===== config.mk =====
export PLATFORM = sky130hd
export DESIGN_NAME = button_conditioner
export DESIGN_NICKNAME = d
export VERILOG_FILES = /design/src/rtl/button_conditioner.sv
export SDC_FILE = /design/constraint.sdc
export NUM_CORES = 1
export LEC_CHECK = 0
export CORE_ASPECT_RATIO = 0.9
export CORE_UTILIZATION = 46
export CTS_CLUSTER_SIZE = 16
export DETAILED_ROUTE_END_ITERATION = 10
export MAX_ROUTING_LAYER = met4
export PLACE_DENSITY = 0.66
export SYNTH_ARGS = -nofsm -noshare
export SYNTH_HDL_FRONTEND = slang
export SYNTH_SLANG_ARGS = --single-unit

===== constraint.sdc =====
create_clock -name clk -period 1.78 [get_ports clk]
set_input_delay 0.267 -clock clk [delete_from_list [all_inputs] [get_ports clk]]
set_output_delay 0.267 -clock clk [all_outputs]
set_load 0.005 [all_outputs]

===== src/rtl/button_conditioner.sv =====
// Push-button conditioner: synchroniser, press/release debouncer and auto-repeat
// pulse generator feeding the colour-sequencer button input.
module button_conditioner #(
  parameter int SYNC_STAGES     = 2,
  parameter int DEBOUNCE_CYCLES = 16,
  parameter int REPEAT_DELAY    = 64,
  parameter int REPEAT_PERIOD   = 16
) (
  input  logic clk,
  input  logic reset,
  input  logic button_raw,
  input  logic repeat_en,
  output logic level,
  output logic press,
  output logic release_pulse,
  output logic repeat_pulse
);

  localparam int CNT_W   = $clog2(DEBOUNCE_CYCLES + 1);
  localparam int RPT_MAX = (REPEAT_DELAY > REPEAT_PERIOD) ? REPEAT_DELAY : REPEAT_PERIOD;
  localparam int TMR_W   = $clog2(RPT_MAX + 1);

  localparam logic [CNT_W-1:0] CNT_LAST    = CNT_W'(DEBOUNCE_CYCLES - 1);
  localparam logic [CNT_W-1:0] CNT_ONE     = CNT_W'(1'b1);
  localparam logic [TMR_W-1:0] DELAY_LAST  = TMR_W'(REPEAT_DELAY - 1);
  localparam logic [TMR_W-1:0] PERIOD_LAST = TMR_W'(REPEAT_PERIOD - 1);
  localparam logic [TMR_W-1:0] TMR_ONE     = TMR_W'(1'b1);

  typedef enum logic [1:0] {
    IDLE         = 2'd0,
    PRESS_WAIT   = 2'd1,
    HELD         = 2'd2,
    RELEASE_WAIT = 2'd3
  } state_t;

  logic [SYNC_STAGES-1:0] sync_r;
  logic                   btn_s;
  state_t                 state_r;
  logic [CNT_W-1:0]       cnt_r;
  logic [TMR_W-1:0]       tmr_r;
  logic                   rpt_phase_r;   // 0: waiting REPEAT_DELAY, 1: REPEAT_PERIOD
  logic                   level_r;
  logic                   press_r;
  logic                   release_r;
  logic                   repeat_r;

  assign btn_s         = sync_r[SYNC_STAGES-1];
  assign level         = level_r;
  assign press         = press_r;
  assign release_pulse = release_r;
  assign repeat_pulse  = repeat_r;

  // Shift the asynchronous pin through the synchroniser chain.
  always_ff @(posedge clk) begin
    if (reset) begin
      sync_r <= '0;
    end else begin
      sync_r <= {sync_r[SYNC_STAGES-2:0], button_raw};
    end
  end

  // Debounce FSM with repeat timer; every output is a flop updated here.
  always_ff @(posedge clk) begin
    if (reset) begin
      state_r     <= IDLE;
      cnt_r       <= '0;
      tmr_r       <= '0;
      rpt_phase_r <= 1'b0;
      level_r     <= 1'b0;
      press_r     <= 1'b0;
      release_r   <= 1'b0;
      repeat_r    <= 1'b0;
    end else begin
      press_r   <= 1'b0;
      release_r <= 1'b0;
      repeat_r  <= 1'b0;
      case (state_r)
        IDLE: begin
          level_r     <= 1'b0;
          tmr_r       <= '0;
          rpt_phase_r <= 1'b0;
          if (btn_s) begin
            state_r <= PRESS_WAIT;
            cnt_r   <= CNT_ONE;
          end else begin
            cnt_r <= '0;
          end
        end
        PRESS_WAIT: begin
          tmr_r       <= '0;
          rpt_phase_r <= 1'b0;
          if (!btn_s) begin
            state_r <= IDLE;
            cnt_r   <= '0;
          end else if (cnt_r == CNT_LAST) begin
            state_r <= HELD;
            cnt_r   <= '0;
            level_r <= 1'b1;
            press_r <= 1'b1;
          end else begin
            cnt_r <= cnt_r + CNT_ONE;
          end
        end
        HELD: begin
          if (!btn_s) begin
            state_r <= RELEASE_WAIT;
            cnt_r   <= CNT_ONE;
            if (!repeat_en) begin
              tmr_r       <= '0;
              rpt_phase_r <= 1'b0;
            end
          end else if (!repeat_en) begin
            tmr_r       <= '0;
            rpt_phase_r <= 1'b0;
          end else if (tmr_r == (rpt_phase_r ? PERIOD_LAST : DELAY_LAST)) begin
            repeat_r    <= 1'b1;
            tmr_r       <= '0;
            rpt_phase_r <= 1'b1;
          end else begin
            tmr_r <= tmr_r + TMR_ONE;
          end
        end
        RELEASE_WAIT: begin
          // Timer is frozen here; it only runs while the button stays held.
          if (!repeat_en) begin
            tmr_r       <= '0;
            rpt_phase_r <= 1'b0;
          end
          if (btn_s) begin
            state_r <= HELD;
            cnt_r   <= '0;
          end else if (cnt_r == CNT_LAST) begin
            state_r     <= IDLE;
            cnt_r       <= '0;
            tmr_r       <= '0;
            rpt_phase_r <= 1'b0;
            level_r     <= 1'b0;
            release_r   <= 1'b1;
          end else begin
            cnt_r <= cnt_r + CNT_ONE;
          end
        end
        default: begin
          state_r     <= IDLE;
          cnt_r       <= '0;
          tmr_r       <= '0;
          rpt_phase_r <= 1'b0;
          level_r     <= 1'b0;
        end
      endcase
    end
  end

endmodule


==> results_dict.tcl <==
set metrics [dict create \
    start_util 0.496 \
    layout.nets 131 \
    h-tree-depth 1 \
    crit_path_start_kind "register" \
    reg2reg_setup_slack_ns 0.15 \
    clock_skew_ns 0.0119 \
    syn-mean-instance-area_sq_um 8.57 \
    rsz0062_at_grt "false" \
    ant_nets 0 \
    fillerInstances 195 \
    ys_types 38 \
    ys_top_cells_by_area "dfxtp_1 (43%), nor2_1 (6.2%), nand2_1 (3.9%)" \
    die_h_um 45.5 \
    cp_max_fo 5 \
    cts_hold_buf 0 \
    worstMarginPinSlew_ns 0.338 \
    clock_power_share 0.307 \
    cts_tree "yes" \
    status "complete, no violations" \
    grt_antenna_before_repair 0 \
    end_kind "register" \
    grt_pass1_wl_um 3190 \
    vias 861 \
    root_buffer "clkbuf_4" \
    max_stage_delay_ns 0.40 \
    cap_violations 0 \
    min_from "sync_r[0]" \
    numPortBuffers 7 \
    cts_buffer_depth 2 \
    numClockSinks 21 \
    maxSlewViolCount 0 \
    required_ns 1.95 \
    grt_overflow 0 \
    antennaDiodeCount 0 \
    multi_input_area_sq_um 519 \
    p_int_uw 569 \
    r2r_cells 5 \
    drt_iter0_markers 26 \
    fmax_mhz 615 \
    cts-resized-gates 0 \
    clk_pin_slew_ns 0.12 \
    dieArea_sq_um 2290 \
    seq_area_sq_um 422 \
    io_pins 8 \
    yosys.area.top_type "dfxtp_1" \
    timing.max_slew.rel_slack 0.774 \
    grt_max_degree 14 \
    drive_above_1_share 0.0968 \
    viasPerCell 5.78 \
    synth_seq_cells 21 \
    clkLatencyLatePin_ns 0.30 \
    p_sw_uw 153 \
    hpwl_um 1490 \
    hold_end "sync_r[1]" \
    critPathSlowestCell "dfxtp_1" \
    power.density_nw_per_um2 649 \
    grt_pass1_vias 686 \
    cts_buffers 3 \
    placed_cells 145 \
    setup_tns_ns 0 \
    grt_use_total 0.197 \
    core_area_sq_um 1950 \
    wl_um 2020 \
    seq_area_frac_synth 0.434 \
    hold_ws_ns 0.458 \
    drc 0 \
    synth_flop_cell "dfxtp_1" \
    synthesis.nets 119 \
    placed_area_sq_um 1080 \
    worstHoldPathType "register to register" \
    fin_cells 149 \
    synth_top_area_frac 0.434 \
    crit_chain "ha_1 > nand4b_1 > buf_4 > o2111ai_1 > a311oi_1" \
    yosys_warnings 0 \
    crit-reg2reg-launch "cnt_r[0]" \
    post_cts_buffers 0 \
    finalWorstPathRequiredPeriod_ns 1.63 \
    reg2reg_to "tmr_r[3]" \
    min_path_cells 1 \
    wl_per_cell_um 13.5 \
    fin_crit_sh 0.914 \
    rows 15 \
    final_area_sq_um 1110 \
    p_comb_frac 0.031 \
    swShare 0.212 \
    vdd_drop_max_uv 541 \
    arrival_ns 1.80 \
    p_seq_frac 0.662 \
    areaGrowthSynthToFinish_pct 14.7 \
    crit_type "register to register" \
    die_w_um 50.4 \
    power_leakage_uw 0.000378 \
    syn_area_sq_um 968 \
    synth_edf_count 0 \
    postLayoutCoreUtil 0.569 \
    syn-instance-count 113 \
    drtPass1Iterations 4 \
    synthArstFlopShare 0 \
    place_congestion 0.852 \
    finalHoldViolCount 0 \
    setup_viol 0 \
]
[critical path: cells and delay by family, from the launching register on]
family,cells,cell delay [ns]
fa+ha+maj,1,0.22
simple gates,1,0.21
flops,1,0.40
compound gates,2,0.44
buf+inv,1,0.22
[placed cells by master (no fill, tap or decap), types with 4 or more instances in the layout]
cell type / count
a21oi_1: 7
buf_4: 5
clkdlybuf4s50_1: 7
dfxtp_1: 20
nand2_1: 10
nand2b_1: 4
nand3_1: 5
nor2_1: 16
nor3_1: 5
o21ai_0: 5
[worst max-delay path by stage]
stage	from	slack (ns)	cells past startpoint	to
6_report	cnt_r[0]	0.15	5	tmr_r[3]
5_1_grt	cnt_r[0]	0.04	5	tmr_r[3]
4_1_cts	cnt_r[0]	0.12	5	level
3_5_place_dp	repeat_en	0.01	5	rpt_phase_r
3_3_place_gp	repeat_en	0.09	4	tmr_r[5]
2_1_floorplan	cnt_r[0]	0.34	5	tmr_r[1]
[layout make-up]
cell class / count / area share
Clock buffer: 3 / 0.0203
Inverter: 1 / 0.00338
Timing Repair Buffer: 12 / 0.0968
Clock inverter: 1 / 0.00450
Tap cell: 25 / 0.0282
Sequential cell: 21 / 0.380
Multi-Input combinational cell: 86 / 0.467
[sequential cells by signal, indices dropped and copies added (netlist names), named ones only]
signal	cells
rpt_phase_r	1
cnt_r	5
state_r	1
tmr_r	7
sync_r	2
release_pulse	1
press	1
repeat_pulse	1
level	1
[routing by layer]
metal,track usage,vias to the layer above,part of all wire
li1,-,438,-
met1,0.260,408,0.52
met2,0.285,13,0.43
met3,0.0633,2,0.037
met4,0.0667,0,0.011
met5,-,-,0
[stage by stage]
stage | total power [uW] | setup WS (ns)
finish | 721 | 0.154
global route | 759 | 0.0423
CTS | 738 | 0.123
detailed placement | 510 | 0.0130
global placement | 509 | 0.0865
floorplan | 497 | 0.336
[synth_stat cells (2+ instances only)]
library cell,n
ha_1,2
nor2b_1,2
nand3_1,5
nor3_1,5
nand4b_1,2
nand2_1,10
xor2_1,2
a21oi_1,7
o21ai_0,5
nand4_1,2
a311oi_1,2
and3_1,2
dfxtp_1,21
nor2_1,16
nand2b_1,4
a31oi_1,2
a22oi_1,2
clkbuf_1,2
[power by group through the flow]
stage	Combinational (uW)	Sequential (uW)	Clock, uW
finish	22.2	478	221
global route	24.1	478	257
CTS	21.6	478	239
detailed placement	21.6	488	0
global placement	21.1	488	0
floorplan	12.1	485	0
[kinds of logic (layout without fill, tap and decap cells)]
kind of cell,after synthesis,count (layout),share of synthesized area
AND/OR/NAND/NOR,56,56,0.298
flip-flops,21,21,0.434
adder cells (fa/ha/maj),2,2,0.0258
buffers and inverters,6,17,0.0362
XOR/XNOR,2,2,0.0181
AO/OA/AOI/OAI,25,25,0.177
multiplexers,1,1,0.0103
Power figures use the tool's default switching activity.
